### src/rtl/fp_int_converter_pipe_if.sv
// Handshake/operand/result bundle for fp_int_converter_pipe.
// Use the master modport on the producer/consumer side and the slave modport on the converter.
interface fp_int_converter_pipe_if #(
  parameter int unsigned EXP_W = 5,
  parameter int unsigned MAN_W = 10,
  parameter int unsigned INT_W = 16
);
  logic                   in_valid;
  logic                   in_ready;
  logic [EXP_W+MAN_W:0]   x;
  logic                   is_unsigned;
  logic                   rnd_mode;
  logic                   out_valid;
  logic                   out_ready;
  logic [INT_W-1:0]       r;
  logic                   negative;
  logic                   zero;
  logic                   overflow;
  logic                   inexact;
  logic                   inf;
  logic                   nan;
  logic                   subnormal;

  modport master (
    output in_valid, x, is_unsigned, rnd_mode, out_ready,
    input  in_ready, out_valid, r, negative, zero, overflow, inexact, inf, nan, subnormal
  );

  modport slave (
    input  in_valid, x, is_unsigned, rnd_mode, out_ready,
    output in_ready, out_valid, r, negative, zero, overflow, inexact, inf, nan, subnormal
  );
endinterface

### src/rtl/fp_int_converter_pipe.sv
// 3-stage float -> signed/unsigned integer converter with saturation and exception flags.
// Define ROUND_NEAREST_EN to honour rnd_mode (round-nearest-even); otherwise always truncates.
module fp_int_converter_pipe #(
  parameter int unsigned EXP_W = 5,
  parameter int unsigned MAN_W = 10,
  parameter int unsigned INT_W = 16
) (
  input logic                  clk,
  input logic                  rst,
  fp_int_converter_pipe_if.slave bus
);

  localparam int          BIAS = (1 << (EXP_W - 1)) - 1;
  localparam int unsigned FW   = MAN_W + INT_W;
  localparam logic [INT_W-1:0] SMAX = {1'b0, {(INT_W-1){1'b1}}};
  localparam logic [INT_W-1:0] SMIN = {1'b1, {(INT_W-1){1'b0}}};

  typedef enum logic [2:0] {
    CLS_ZERO,
    CLS_SUB,
    CLS_INF,
    CLS_NAN,
    CLS_NORM
  } cls_t;

  logic adv;
  assign adv         = ~(bus.out_valid & ~bus.out_ready);
  assign bus.in_ready = adv;

  // ---------------- stage 1: classify / unbias ----------------
  logic             in_sign;
  logic [EXP_W-1:0] in_exp;
  logic [MAN_W-1:0] in_man;
  cls_t             in_cls;
  logic signed [EXP_W:0] in_e;

  assign {in_sign, in_exp, in_man} = bus.x;
  assign in_e = $signed({1'b0, in_exp}) - $signed((EXP_W+1)'(BIAS));

  always_comb begin
    in_cls = CLS_NORM;
    if (in_exp == '0)      in_cls = (in_man == '0) ? CLS_ZERO : CLS_SUB;
    else if (in_exp == '1) in_cls = (in_man == '0) ? CLS_INF  : CLS_NAN;
  end

  logic                  s1_valid, s1_sign, s1_uns;
  cls_t                  s1_cls;
  logic signed [EXP_W:0] s1_e;
  logic [MAN_W-1:0]      s1_man;
`ifdef ROUND_NEAREST_EN
  logic                  s1_rnd, s2_rnd;
`endif

  always_ff @(posedge clk or posedge rst) begin
    if (rst) begin
      s1_valid <= 1'b0;
      s1_sign  <= 1'b0;
      s1_uns   <= 1'b0;
      s1_cls   <= CLS_ZERO;
      s1_e     <= '0;
      s1_man   <= '0;
`ifdef ROUND_NEAREST_EN
      s1_rnd   <= 1'b0;
`endif
    end else if (adv) begin
      s1_valid <= bus.in_valid;
      s1_sign  <= in_sign;
      s1_uns   <= bus.is_unsigned;
      s1_cls   <= in_cls;
      s1_e     <= in_e;
      s1_man   <= in_man;
`ifdef ROUND_NEAREST_EN
      s1_rnd   <= bus.rnd_mode;
`endif
    end
  end

  // ---------------- stage 2: align ----------------
  // Left/right alignment folded into one left shift of {1,man} by e into a fixed-point
  // word with MAN_W fraction bits; e >= INT_W can never fit and is flagged as big.
  int              e_i;
  logic [FW-1:0]   full;
  logic            a_big, a_guard, a_sticky;
  logic [INT_W-1:0] a_mag;

  always_comb begin
    e_i      = int'(s1_e);
    full     = '0;
    a_big    = 1'b0;
    a_mag    = '0;
    a_guard  = 1'b0;
    a_sticky = 1'b0;
    if (e_i >= int'(INT_W)) begin
      a_big = 1'b1;
    end else if (e_i >= 0) begin
      full     = FW'({1'b1, s1_man}) << e_i;
      a_mag    = full[MAN_W +: INT_W];
      a_guard  = full[MAN_W-1];
      a_sticky = |full[MAN_W-2:0];
    end else begin
      a_guard  = (e_i == -1);
      a_sticky = (e_i < -1) | (|s1_man);
    end
  end

  logic             s2_valid, s2_sign, s2_uns, s2_big, s2_guard, s2_sticky;
  cls_t             s2_cls;
  logic [INT_W-1:0] s2_mag;

  always_ff @(posedge clk or posedge rst) begin
    if (rst) begin
      s2_valid  <= 1'b0;
      s2_sign   <= 1'b0;
      s2_uns    <= 1'b0;
      s2_big    <= 1'b0;
      s2_guard  <= 1'b0;
      s2_sticky <= 1'b0;
      s2_cls    <= CLS_ZERO;
      s2_mag    <= '0;
`ifdef ROUND_NEAREST_EN
      s2_rnd    <= 1'b0;
`endif
    end else if (adv) begin
      s2_valid  <= s1_valid;
      s2_sign   <= s1_sign;
      s2_uns    <= s1_uns;
      s2_big    <= a_big;
      s2_guard  <= a_guard;
      s2_sticky <= a_sticky;
      s2_cls    <= s1_cls;
      s2_mag    <= a_mag;
`ifdef ROUND_NEAREST_EN
      s2_rnd    <= s1_rnd;
`endif
    end
  end

  // ---------------- stage 3: round / saturate / sign ----------------
  logic             rnd_up, ovf, inex;
  logic [INT_W:0]   rmag;
  logic [INT_W-1:0] res;

  always_comb begin
    rnd_up = 1'b0;
`ifdef ROUND_NEAREST_EN
    rnd_up = s2_rnd & s2_guard & (s2_sticky | s2_mag[0]);
`endif
    rmag = {1'b0, s2_mag} + {{INT_W{1'b0}}, rnd_up};
    res  = '0;
    ovf  = 1'b0;
    inex = 1'b0;
    case (s2_cls)
      CLS_ZERO: ;
      CLS_SUB:  inex = 1'b1;
      CLS_INF: begin
        ovf = 1'b1;
        if (s2_uns) res = s2_sign ? '0 : '1;
        else        res = s2_sign ? SMIN : SMAX;
      end
      CLS_NAN: begin
        ovf = 1'b1;
        res = s2_uns ? '1 : SMAX;
      end
      default: begin
        inex = s2_guard | s2_sticky;
        if (s2_uns) begin
          if (s2_sign) begin
            ovf = s2_big | (|rmag);
          end else if (s2_big | rmag[INT_W]) begin
            ovf = 1'b1;
            res = '1;
          end else begin
            res = rmag[INT_W-1:0];
          end
        end else if (s2_sign) begin
          // magnitude exactly 2^(INT_W-1) is representable when negative
          if (s2_big | (rmag > {1'b0, SMIN})) begin
            ovf = 1'b1;
            res = SMIN;
          end else begin
            res = '0 - rmag[INT_W-1:0];
          end
        end else if (s2_big | (rmag > {1'b0, SMAX})) begin
          ovf = 1'b1;
          res = SMAX;
        end else begin
          res = rmag[INT_W-1:0];
        end
      end
    endcase
  end

  always_ff @(posedge clk or posedge rst) begin
    if (rst) begin
      bus.out_valid <= 1'b0;
      bus.r         <= '0;
      bus.negative  <= 1'b0;
      bus.zero      <= 1'b0;
      bus.overflow  <= 1'b0;
      bus.inexact   <= 1'b0;
      bus.inf       <= 1'b0;
      bus.nan       <= 1'b0;
      bus.subnormal <= 1'b0;
    end else if (adv) begin
      bus.out_valid <= s2_valid;
      bus.r         <= s2_valid ? res : '0;
      bus.negative  <= s2_valid & ~s2_uns & res[INT_W-1];
      bus.zero      <= s2_valid & ~(|res);
      bus.overflow  <= s2_valid & ovf;
      bus.inexact   <= s2_valid & inex;
      bus.inf       <= s2_valid & (s2_cls == CLS_INF);
      bus.nan       <= s2_valid & (s2_cls == CLS_NAN);
      bus.subnormal <= s2_valid & (s2_cls == CLS_SUB);
    end
  end

endmodule

### src/flat_wrapper.sv
// flat-port wrapper written by rule: the top's interface ports become plain ports
module fp_int_converter_pipe_flat 
#(
  parameter int unsigned EXP_W = 5,
  parameter int unsigned MAN_W = 10,
  parameter int unsigned INT_W = 16
)
  (clk, rst, bus_in_valid, bus_x, bus_is_unsigned, bus_rnd_mode, bus_out_ready, bus_in_ready, bus_out_valid, bus_r, bus_negative, bus_zero, bus_overflow, bus_inexact, bus_inf, bus_nan, bus_subnormal);
  fp_int_converter_pipe_if #(.EXP_W(EXP_W), .MAN_W(MAN_W), .INT_W(INT_W)) bus_i ();
  input logic clk;
  input logic rst;
  input wire logic [$bits(bus_i.in_valid)-1:0] bus_in_valid;
  input wire logic [$bits(bus_i.x)-1:0] bus_x;
  input wire logic [$bits(bus_i.is_unsigned)-1:0] bus_is_unsigned;
  input wire logic [$bits(bus_i.rnd_mode)-1:0] bus_rnd_mode;
  input wire logic [$bits(bus_i.out_ready)-1:0] bus_out_ready;
  output wire logic [$bits(bus_i.in_ready)-1:0] bus_in_ready;
  output wire logic [$bits(bus_i.out_valid)-1:0] bus_out_valid;
  output wire logic [$bits(bus_i.r)-1:0] bus_r;
  output wire logic [$bits(bus_i.negative)-1:0] bus_negative;
  output wire logic [$bits(bus_i.zero)-1:0] bus_zero;
  output wire logic [$bits(bus_i.overflow)-1:0] bus_overflow;
  output wire logic [$bits(bus_i.inexact)-1:0] bus_inexact;
  output wire logic [$bits(bus_i.inf)-1:0] bus_inf;
  output wire logic [$bits(bus_i.nan)-1:0] bus_nan;
  output wire logic [$bits(bus_i.subnormal)-1:0] bus_subnormal;
  assign bus_i.in_valid = bus_in_valid;
  assign bus_i.x = bus_x;
  assign bus_i.is_unsigned = bus_is_unsigned;
  assign bus_i.rnd_mode = bus_rnd_mode;
  assign bus_i.out_ready = bus_out_ready;
  assign bus_in_ready = bus_i.in_ready;
  assign bus_out_valid = bus_i.out_valid;
  assign bus_r = bus_i.r;
  assign bus_negative = bus_i.negative;
  assign bus_zero = bus_i.zero;
  assign bus_overflow = bus_i.overflow;
  assign bus_inexact = bus_i.inexact;
  assign bus_inf = bus_i.inf;
  assign bus_nan = bus_i.nan;
  assign bus_subnormal = bus_i.subnormal;
  fp_int_converter_pipe #(.EXP_W(EXP_W), .MAN_W(MAN_W), .INT_W(INT_W)) u_core (.clk(clk), .rst(rst), .bus(bus_i));
endmodule
### config.mk
export PLATFORM = sky130hd
export DESIGN_NAME = fp_int_converter_pipe_flat
export DESIGN_NICKNAME = d
export VERILOG_FILES = /design/src/rtl/fp_int_converter_pipe_if.sv /design/src/rtl/fp_int_converter_pipe.sv /design/src/flat_wrapper.sv
export SDC_FILE = /design/constraint.sdc
export NUM_CORES = 1
export LEC_CHECK = 0
export BUFFER_PORTS_ARGS = -buffer_cell sky130_fd_sc_hd__buf_2
export CORE_ASPECT_RATIO = 1.25
export CORE_MARGIN = 4
export CORE_UTILIZATION = 25
export DETAILED_ROUTE_END_ITERATION = 12
export HOLD_SLACK_MARGIN = 0.02
export MAX_ROUTING_LAYER = met4
export SLEW_MARGIN = 20
export SYNTH_ARGS = -nofsm -noshare
export SYNTH_HDL_FRONTEND = slang
export SYNTH_SLANG_ARGS = --single-unit
### constraint.sdc
create_clock -name clk -period 3.35 [get_ports clk]
set_clock_uncertainty 0.2 [all_clocks]
set_input_delay 0.5025 -clock clk [delete_from_list [all_inputs] [get_ports clk]]
set_output_delay 0.5025 -clock clk [all_outputs]
set_load 0.05 [all_outputs]
Word level (Yosys, flattened, before mapping)

Index checks and enable logic that the tools add are counted.

Logic and storage cells: 95
Output and inout port bits: 25
Register bits after elaboration: 71

Shifts and indexed selects: 1
Add/subtract/negate cells: 2
$lt $le $gt $ge: 5
Bitwise operators: 18
Equality and inequality tests: 5
Reductions and logical operators: 10
Multiplexer cells: 31

Operator list:

| cell                                                                              | count |
|---|---|
| 16-bit 2-to-1 mux                                                                 | 13 |
| 16-bit one-hot mux with 3 select lines                                            | 1 |
| 16-bit OR reduction                                                               | 2 |
| 11-bit by 32-bit << shifter with 26-bit output                                    | 1 |
| 16-bit by 15-bit greater-than comparator with 1-bit output, second input constant | 1 |
| 16-bit greater-than comparator, second input constant                             | 1 |
| 1-bit by 16-bit subtractor with 16-bit output, first input constant               | 1 |
| 1-bit 2-to-1 mux                                                                  | 13 |
| 10-bit logical NOT                                                                | 1 |
| 10-bit OR reduction                                                               | 1 |
| 1-bit AND                                                                         | 9 |
| 9-bit OR reduction                                                                | 1 |
| 3-bit by 2-bit equality test with 1-bit output, second input constant             | 2 |
| 6-bit by 1-bit equality test with 1-bit output, second input constant             | 1 |
| 6-bit by 1-bit >= comparator with 1-bit output, second input constant             | 1 |
| 6-bit >= comparator, second input constant                                        | 1 |
| 6-bit by 1-bit less-than comparator with 1-bit output, second input constant      | 1 |
| 3-bit 2-to-1 mux                                                                  | 2 |
| 5-bit by 4-bit subtractor with 6-bit output, second input constant                | 1 |
| 5-bit equality test, second input constant                                        | 1 |
| 5-bit logical NOT                                                                 | 1 |
| 1-bit OR                                                                          | 5 |
| 1-bit inverter                                                                    | 4 |
| 1-bit one-hot mux with 2 select lines                                             | 2 |
| 4 further kinds                                                                   | 5 |

Logic depth before layout (Yosys ltp)

Gate-level depths: netlist (run 1).

Word-level depth: 9
Mapped depth: 10
Depth with buffers taken out: 9

Worst setup path after synthesis (run 1)

No wires, ideal clock.

Path kind: register to register
Start: register u_core.s2_mag[0]
End: register u_core.bus.zero
Arrival: 2256 ps
Library setup time: 122 ps
Path buffers: 0
Stages on the path, launching flop included: 10
Required time: 3028 ps
Slack: 772 ps
Cells stage by stage: dfrtp_1 > inv_1 > ha_1 > nor3b_4 > nand4_1 > a211o_1 > o31a_1 > o21ai_2 > nor3_1 > a32o_1

Longest elaborated chain between the ends: 9
Elaborated cells on any way between the ends: 15

RTL lines:

| element                                                                                                             | line                                                       | text |
|---|---|---|
| from (decl)                                                                                                         | fp_int_converter_pipe.sv:108                               | `logic [INT_W-1:0] s2_mag;` |
| from (signal assigned)                                                                                              | fp_int_converter_pipe.sv:131                               | `s2_mag <= a_mag;` |
| 16-bit by 15-bit greater-than comparator with 1-bit output / 16-bit greater-than comparator (equally long branches) | fp_int_converter_pipe.sv:183, fp_int_converter_pipe.sv:177 |  |
| 1-bit OR, on equally long branches                                                                                  | fp_int_converter_pipe.sv:183, fp_int_converter_pipe.sv:177 |  |
| 16-bit 2-to-1 mux, on equally long branches                                                                         | fp_int_converter_pipe.sv:183, fp_int_converter_pipe.sv:177 |  |
| 16-bit 2-to-1 mux                                                                                                   | fp_int_converter_pipe.sv:175                               | `end else if (s2_sign) begin` |
| 16-bit 2-to-1 mux (*)                                                                                               | fp_int_converter_pipe.sv:166                               | `if (s2_uns) begin` |
| 16-bit one-hot mux with 3 select lines (*)                                                                          | fp_int_converter_pipe.sv:152                               | `case (s2_cls)` |
| 16-bit OR reduction (*)                                                                                             | fp_int_converter_pipe.sv:208                               | `bus.zero <= s2_valid & ~(\|res);` |
| 1-bit inverter (*)                                                                                                  | fp_int_converter_pipe.sv:208                               |  |
| 1-bit AND (*)                                                                                                       | fp_int_converter_pipe.sv:208                               |  |
| to (signal assigned)                                                                                                | fp_int_converter_pipe.sv:208                               |  |
| to (decl)                                                                                                           | fp_int_converter_pipe_if.sv:31                             | `output in_ready, out_valid, r, negative, zero, overflow, inexact, inf, nan, subnormal` |

Mark *: on every way between the ends. The rest lies on a longest branch, timed or not.
A chain may end at the register's enable or synchronous reset.

Worst setup path in the final report (run 1)

Start: register u_core.s2_mag[1]
End: register u_core.bus.zero

The elaborated chain is that of the path after synthesis.

==> flow_summary.json, run 1 <==
{
  "dp.cells": 770,
  "final_nets": 590,
  "worstPathRequired_ns": 3.37,
  "seqPwrFrac_pct": 32.4,
  "h-tree-depth": 3,
  "synth_edf_count": 0,
  "hpwl_mm": 8.832,
  "fin_crit_ns": 3.031,
  "core_area_sq_um": 16980,
  "drtPass1Iterations": 5,
  "finalHoldViolCount": 0,
  "clockBufferDepth": 2,
  "fill_cells": 1913,
  "status": "completed",
  "routed_wl_mm": 11.91,
  "synth-compound-area-share_pct": 21.37,
  "rows": 53,
  "postSynthCellCount": 530,
  "rsz0062_at_grt": "false",
  "grt_pass1_vias": 3926,
  "grt_overflow_total": 0,
  "post_cts_resized": 0,
  "portBuffers": 45,
  "finalPower_mw": 4.124,
  "seq_area_frac_synth_pct": 40.90,
  "switchingPower_mw": 1.835,
  "crit_fanout": 10,
  "grt_usage_pct": 13.08,
  "drt_first_iter_violations": 225,
  "synth_top_family_by_area": "simple AND/OR/NAND/NOR gates",
  "globalplace.congestion": 0.9183,
  "clkPwrFrac_pct": 23.6,
  "synthAdderAreaFrac_pct": 1.728,
  "cts_root_buf": "clkbuf_16",
  "synth_warnings": 0,
  "synthMuxAreaShare_pct": 4.579,
  "synth.largest_area_cell": "dfrtp_1",
  "die_h_um": 155.4,
  "syn_avg_cell_area_sq_um": 8.197,
  "synth_cell_type_count": 67,
  "area_growth_pct": 17.37,
  "intPower_mw": 2.289,
  "worst_setup_path_end_kind": "flop",
  "start_util_pct": 25.59,
  "antenna_found_initial": 0,
  "pwr-share-comb_pct": 44.0,
  "ios": 47,
  "synthArstFlopShare_pct": 100.0,
  "crit_chain": "inv_1 > ha_1 > nor3b_4 > nand4_1 > a211oi_2 > a21oi_1 > o211ai_1 > nor4_1 > a32o_1",
  "p_leak_nw": 2.294,
  "grt_first_pass_wirelength_mm": 20.46,
  "fmax_mhz": 329.9,
  "clock-sinks": 71,
  "ys_seq_elements": 71,
  "slew_headroom_pct": 55.97,
  "final_cells": 786,
  "start_kind": "flop",
  "min_path_type": "in2reg",
  "synthXorXnorAreaFrac_pct": 1.008,
  "slew_viol_final": 0,
  "tns_ns": 0,
  "clk_latency_ns": 0.33,
  "ant_nets": 0,
  "die_area_sq_um": 19560,
  "netlist_top_cells_area": "dfrtp_1 41%, nand2_1 9.0%, o21ai_0 5.4%",
  "grt_max_degree": 48,
  "synth-simple-area-share_pct": 25.35,
  "synth_top_area_share_pct": 40.90,
  "syn-num-nets": 558,
  "routedWlPerCell_um": 15.15,
  "path_clk_slew_ns": 0.06,
  "final_util_pct": 30.03,
  "vdd.ir_drop.worst_v": 0.0002873,
  "cts_buffers": 9,
  "cap_violations": 0,
  "p_per_area_nw_per_um2": 808.8,
  "setup_viol": 0,
  "netlist_area_sq_um": 4344,
  "diodes": 0,
  "fin_crit_sh_pct": 90.49,
  "synth_ff_type": "dfrtp_1",
  "tightest_slew_ns": 0.6605,
  "drc": 0,
  "viasPerCell": 5.090,
  "max_stage_delay_ns": 0.51,
  "num_vias": 4001,
  "die_width_um": 125.9,
  "slowest_stage": "a211oi_2",
  "switching_share_pct": 44.50,
  "path_class": "reg2reg",
  "cts_tree": "yes",
  "drive_above_1_share_pct": 15.55,
  "arrival_ns": 3.05
}
[state kept, by name, summed over array words and instances (netlist names)]
name,flops
u_core.bus.inexact,1
u_core.bus.inf,1
u_core.bus.nan,1
u_core.bus.negative,1
u_core.bus.out_valid,1
u_core.bus.overflow,1
u_core.bus.r,16
u_core.bus.subnormal,1
u_core.bus.zero,1
u_core.s1_cls,3
u_core.s1_e,6
u_core.s1_man,10
u_core.s1_sign,1
u_core.s1_uns,1
u_core.s1_valid,1
u_core.s2_big,1
u_core.s2_cls,3
u_core.s2_guard,1
u_core.s2_mag,16
u_core.s2_sign,1
u_core.s2_sticky,1
u_core.s2_uns,1
u_core.s2_valid,1
[Yosys cell counts, types with 3 or more instances]
cell      number
nand2_1      104
dfrtp_1       71
nor2_1        52
o21ai_0       47
clkbuf_1      24
a21oi_1       23
inv_1         18
nor3_1        17
mux2i_1       12
nand3_1       12
o21ai_1       11
nor4_1         9
buf_2          8
a21o_1         6
ha_1           6
a31oi_1        5
nand2b_1       5
nand4_1        5
a221o_1        4
buf_1          4
nor2b_1        4
o22ai_1        4
o31ai_1        4
a22o_1         3
a311oi_1       3
and3_1         3
mux4_2         3
o32ai_1        3
or3_1          3
or4_1          3
xnor2_1        3
[area by class of cell]
cell class / count / area (sq um) / area share (%)
Clock buffer: 12 / 256.5 / 5.031
Clock inverter: 3 / 42.54 / 0.8344
Inverter: 20 / 75.07 / 1.472
Multi-Input combinational cell: 403 / 2355 / 46.18
Sequential cell: 71 / 1777 / 34.85
Tap cell: 220 / 275.3 / 5.399
Timing Repair Buffer: 57 / 317.8 / 6.233
[power by group through the flow]
| stage | combinational (mW) | sequential, mW | clock, mW |
|---|---|---|---|
| after global placement | 1.81 | 1.35 | 0 |
| final | 1.81 | 1.34 | 0.973 |
| after global routing | 2.02 | 1.38 | 1.04 |
| after floorplan | 1.24 | 1.44 | 0 |
| after CTS | 1.82 | 1.34 | 0.997 |
| after detailed placement | 1.81 | 1.35 | 0 |
[cell families (layout without fill, tap and decap cells)]
| family | Yosys count | after routing |
|---|---|---|
| DFF | 71 | 71 |
| xor gates and xnor gates | 5 | 5 |
| adders and majority gates | 6 | 6 |
| and+or+nand+nor | 233 | 233 |
| buffers and inverters | 56 | 92 |
| AOI/OAI and AO/OA | 143 | 143 |
| muxes | 16 | 16 |
[worst paths after layout]
check                                       from          endpoint  slack (ns)  cells after the start
worst max-delay path            u_core.s2_mag[1]   u_core.bus.zero        0.32                      9
worst min-delay path                bus_in_valid   u_core.s1_valid        0.16                      3
worst max register to register  u_core.s2_mag[1]   u_core.bus.zero        0.32                      9
worst min register to register     u_core.s1_uns     u_core.s1_uns        0.27                      2
max in group asynchronous                    rst  u_core.s1_man[7]        1.68                      4
min in group asynchronous                    rst    u_core.s1_sign        0.53                      3
[cells in the final DEF, fill, tap and decap left out, drive strengths merged, types with 5 or more instances in the layout]
master | netlist | final
nand2 | 104 | 104
dfrtp | 71 | 71
o21ai | 59 | 59
buf | 12 | 56
nor2 | 52 | 52
a21oi | 23 | 23
nor3 | 20 | 20
inv | 18 | 18
nand3 | 12 | 12
mux2i | 12 | 12
clkbuf | 24 | 12
nor4 | 10 | 10
a21o | 6 | 6
ha | 6 | 6
nand4 | 6 | 6
nand2b | 5 | 5
a31oi | 5 | 5
[layer usage]
| metal | global-route usage (%) | up-vias | wire length [um] |
|---|---|---|---|
| met5 | - | - | 0 |
| met4 | 5.263 | 0 | 299 |
| met3 | 2.060 | 21 | 484 |
| met2 | 20.67 | 121 | 5734 |
| met1 | 16.82 | 1884 | 5391 |
| li1 | - | 1975 | - |
[per-stage QoR]
step                      setup slack, ns  hold WS [ns]  cell area [sq um]
final                              0.3185        0.1607               5099
after global routing              0.06355        0.1842               5099
after CTS                          0.3449        0.1550               5099
after detailed placement           0.3824        0.2556               4790
after global placement             0.3623        0.2513               4790
after floorplan                    0.7722        0.2386               4344
[what timing repair did]
action	4_1_cts	5_1_grt
hold endpoints to repair	20	0
hold buffers	1	0
buffers inserted	0	0
[worst max-delay path, delay by kind of cell (launching register included)]
family	cells	cell delay (ns)
flip-flops	1	0.45
AND/OR/NAND/NOR	3	0.83
adder cells (fa/ha/maj)	1	0.20
buffers and inverters	1	0.08
AO/OA/AOI/OAI	4	1.16
Power figures use the tool's default switching activity.
==> run 2, diff against run 1 <==
--- a/config.mk
+++ b/config.mk
@@ -12,6 +12,7 @@
 export DETAILED_ROUTE_END_ITERATION = 12
 export HOLD_SLACK_MARGIN = 0.02
 export MAX_ROUTING_LAYER = met4
+export RECOVER_POWER = 25
 export SLEW_MARGIN = 20
 export SYNTH_ARGS = -nofsm -noshare
 export SYNTH_HDL_FRONTEND = slang
==> flow_summary.json, run 2 (synthesized netlist as in run 1, its figures left out) <==
{
  "grt_max_degree": 48,
  "vdd.ir_drop.worst_v": 0.0002802,
  "cts_buffers": 9,
  "clock-sinks": 71,
  "dp_worst_setup_slack_ns": 0.3824,
  "cts_tree": "yes",
  "rsz0062_at_grt": "false",
  "fmax_mhz": 328.9,
  "dp.cells": 770,
  "min_path_type": "in2reg",
  "setup_viol": 0,
  "switchingPower_mw": 1.837,
  "ios": 47,
  "final_common_cell": "nand2_1",
  "tns_ns": 0,
  "antenna_found_initial": 0,
  "hpwl_mm": 8.832,
  "intPower_mw": 2.284,
  "viasPerCell": 5.085,
  "slew_headroom_pct": -26.07,
  "reg.largest.list": "u_core.bus.r (16), u_core.s2_mag (16), u_core.s1_man (10)",
  "seqPwrFrac_pct": 32.5,
  "pwr-share-comb_pct": 43.9,
  "path_clk_slew_ns": 0.06,
  "diodes": 0,
  "grt_pass1_vias": 3926,
  "area_growth_pct": 17.11,
  "final_cell_mix": "104 x nand2_1, 71 x dfrtp_1, 52 x nor2_1",
  "die_h_um": 155.4,
  "rows": 53,
  "finalPower_mw": 4.122,
  "final_cells": 786,
  "num_vias": 3997,
  "clockBufferDepth": 2,
  "core_area_sq_um": 16980,
  "path_class": "reg2reg",
  "grt_first_pass_wirelength_mm": 20.46,
  "cts_root_buf": "clkbuf_16",
  "die_area_sq_um": 19560,
  "grt_usage_pct": 13.08,
  "drc": 0,
  "worst_setup_path_end_kind": "flop",
  "cap_violations": 1,
  "drive_above_1_share_pct": 15.02,
  "arrival_ns": 3.06,
  "routed_wl_mm": 11.93,
  "p_per_area_nw_per_um2": 810.2,
  "tightest_slew_ns": 1.891,
  "grt_overflow_total": 0,
  "crit_fanout": 10,
  "final_area_sq_um": 5087,
  "start_util_pct": 25.59,
  "drtPass1Iterations": 5,
  "start_kind": "flop",
  "clk_latency_ns": 0.33,
  "finalHoldViolCount": 0,
  "slew_viol_final": 48,
  "layout_setup_ws_ns": 0.3091,
  "switching_share_pct": 44.58,
  "ant_nets": 0,
  "die_width_um": 125.9,
  "routedWlPerCell_um": 15.18,
  "p_leak_nw": 2.285,
  "final_nets": 590,
  "drt_first_iter_violations": 223,
  "placed_area_sq_um": 4790,
  "final_util_pct": 29.97,
  "status": "finished, violations left",
  "hold_slack_ns": 0.1606,
  "portBuffers": 45,
  "worstPathRequired_ns": 3.37,
  "fin_crit_ns": 3.041,
  "clkPwrFrac_pct": 23.6,
  "cts_setup_buffers": 0,
  "fin_crit_sh_pct": 90.77,
  "h-tree-depth": 3,
  "globalplace.congestion": 0.9183,
  "violations": "max-capacitance violations, max-slew violations"
}
[run 2: changes by cell type in the layout (fill, tap and decap cells not counted)]
cell      change
clkbuf_1      +1
inv_2         -1
nor2b_4       -1
inv_1         +1
nor2b_1       +1
buf_4         -1
[run 2: path summary, 6_finish.rpt]
check / start / endpoint / slack, ns / cells after the start
setup / recovery: u_core.s2_mag[1] / u_core.bus.zero / 0.31 / 9
hold / removal: bus_in_valid / u_core.s1_valid / 0.16 / 3
setup reg to reg: u_core.s2_mag[1] / u_core.bus.zero / 0.31 / 9
hold reg to reg: u_core.bus.r[15] / u_core.bus.r[15] / 0.27 / 2
max in group asynchronous: rst / u_core.s1_man[7] / 1.38 / 4
min in group asynchronous: rst / u_core.s1_sign / 0.68 / 3
[run 2: cell type report]
type	instances	area (sq um)
Clock buffer	12	256.5
Clock inverter	3	42.54
Fill cell	1915	11890
Inverter	20	75.07
Multi-Input combinational cell	403	2347
Sequential cell	71	1777
Tap cell	220	275.3
Timing Repair Buffer	57	314.1
[run 2: power by group through the flow]
stage	Sequential [mW]	Combinational (mW)	Clock, mW
after floorplan	1.44	1.24	0
after global placement	1.35	1.81	0
after detailed placement	1.35	1.81	0
after CTS	1.34	1.82	0.997
after global routing	1.38	2.01	1.04
final	1.34	1.81	0.974
[run 2: critical path, cell delays in order, from the launching register on]
cell,delay [ns]
dfrtp_1,0.45
inv_1,0.08
ha_1,0.20
nor3b_4,0.47
nand4_1,0.29
a211oi_2,0.51
a21oi_1,0.12
o211ai_1,0.28
nor4_1,0.09
a32o_1,0.24
[run 2: timing repair]
action                                 CTS  global route
setup endpoints to repair                0             0
endpoints found under the hold margin   20             0
hold buffers                             1             0
resized for setup                        0             0
[run 2: metal layers]
metal	vias to the layer above	track usage (%)	wire (um)
li1	1973	-	-
met2	109	20.67	5750
met4	0	5.263	287
met5	-	-	0
met3	19	2.060	480
met1	1896	16.82	5412
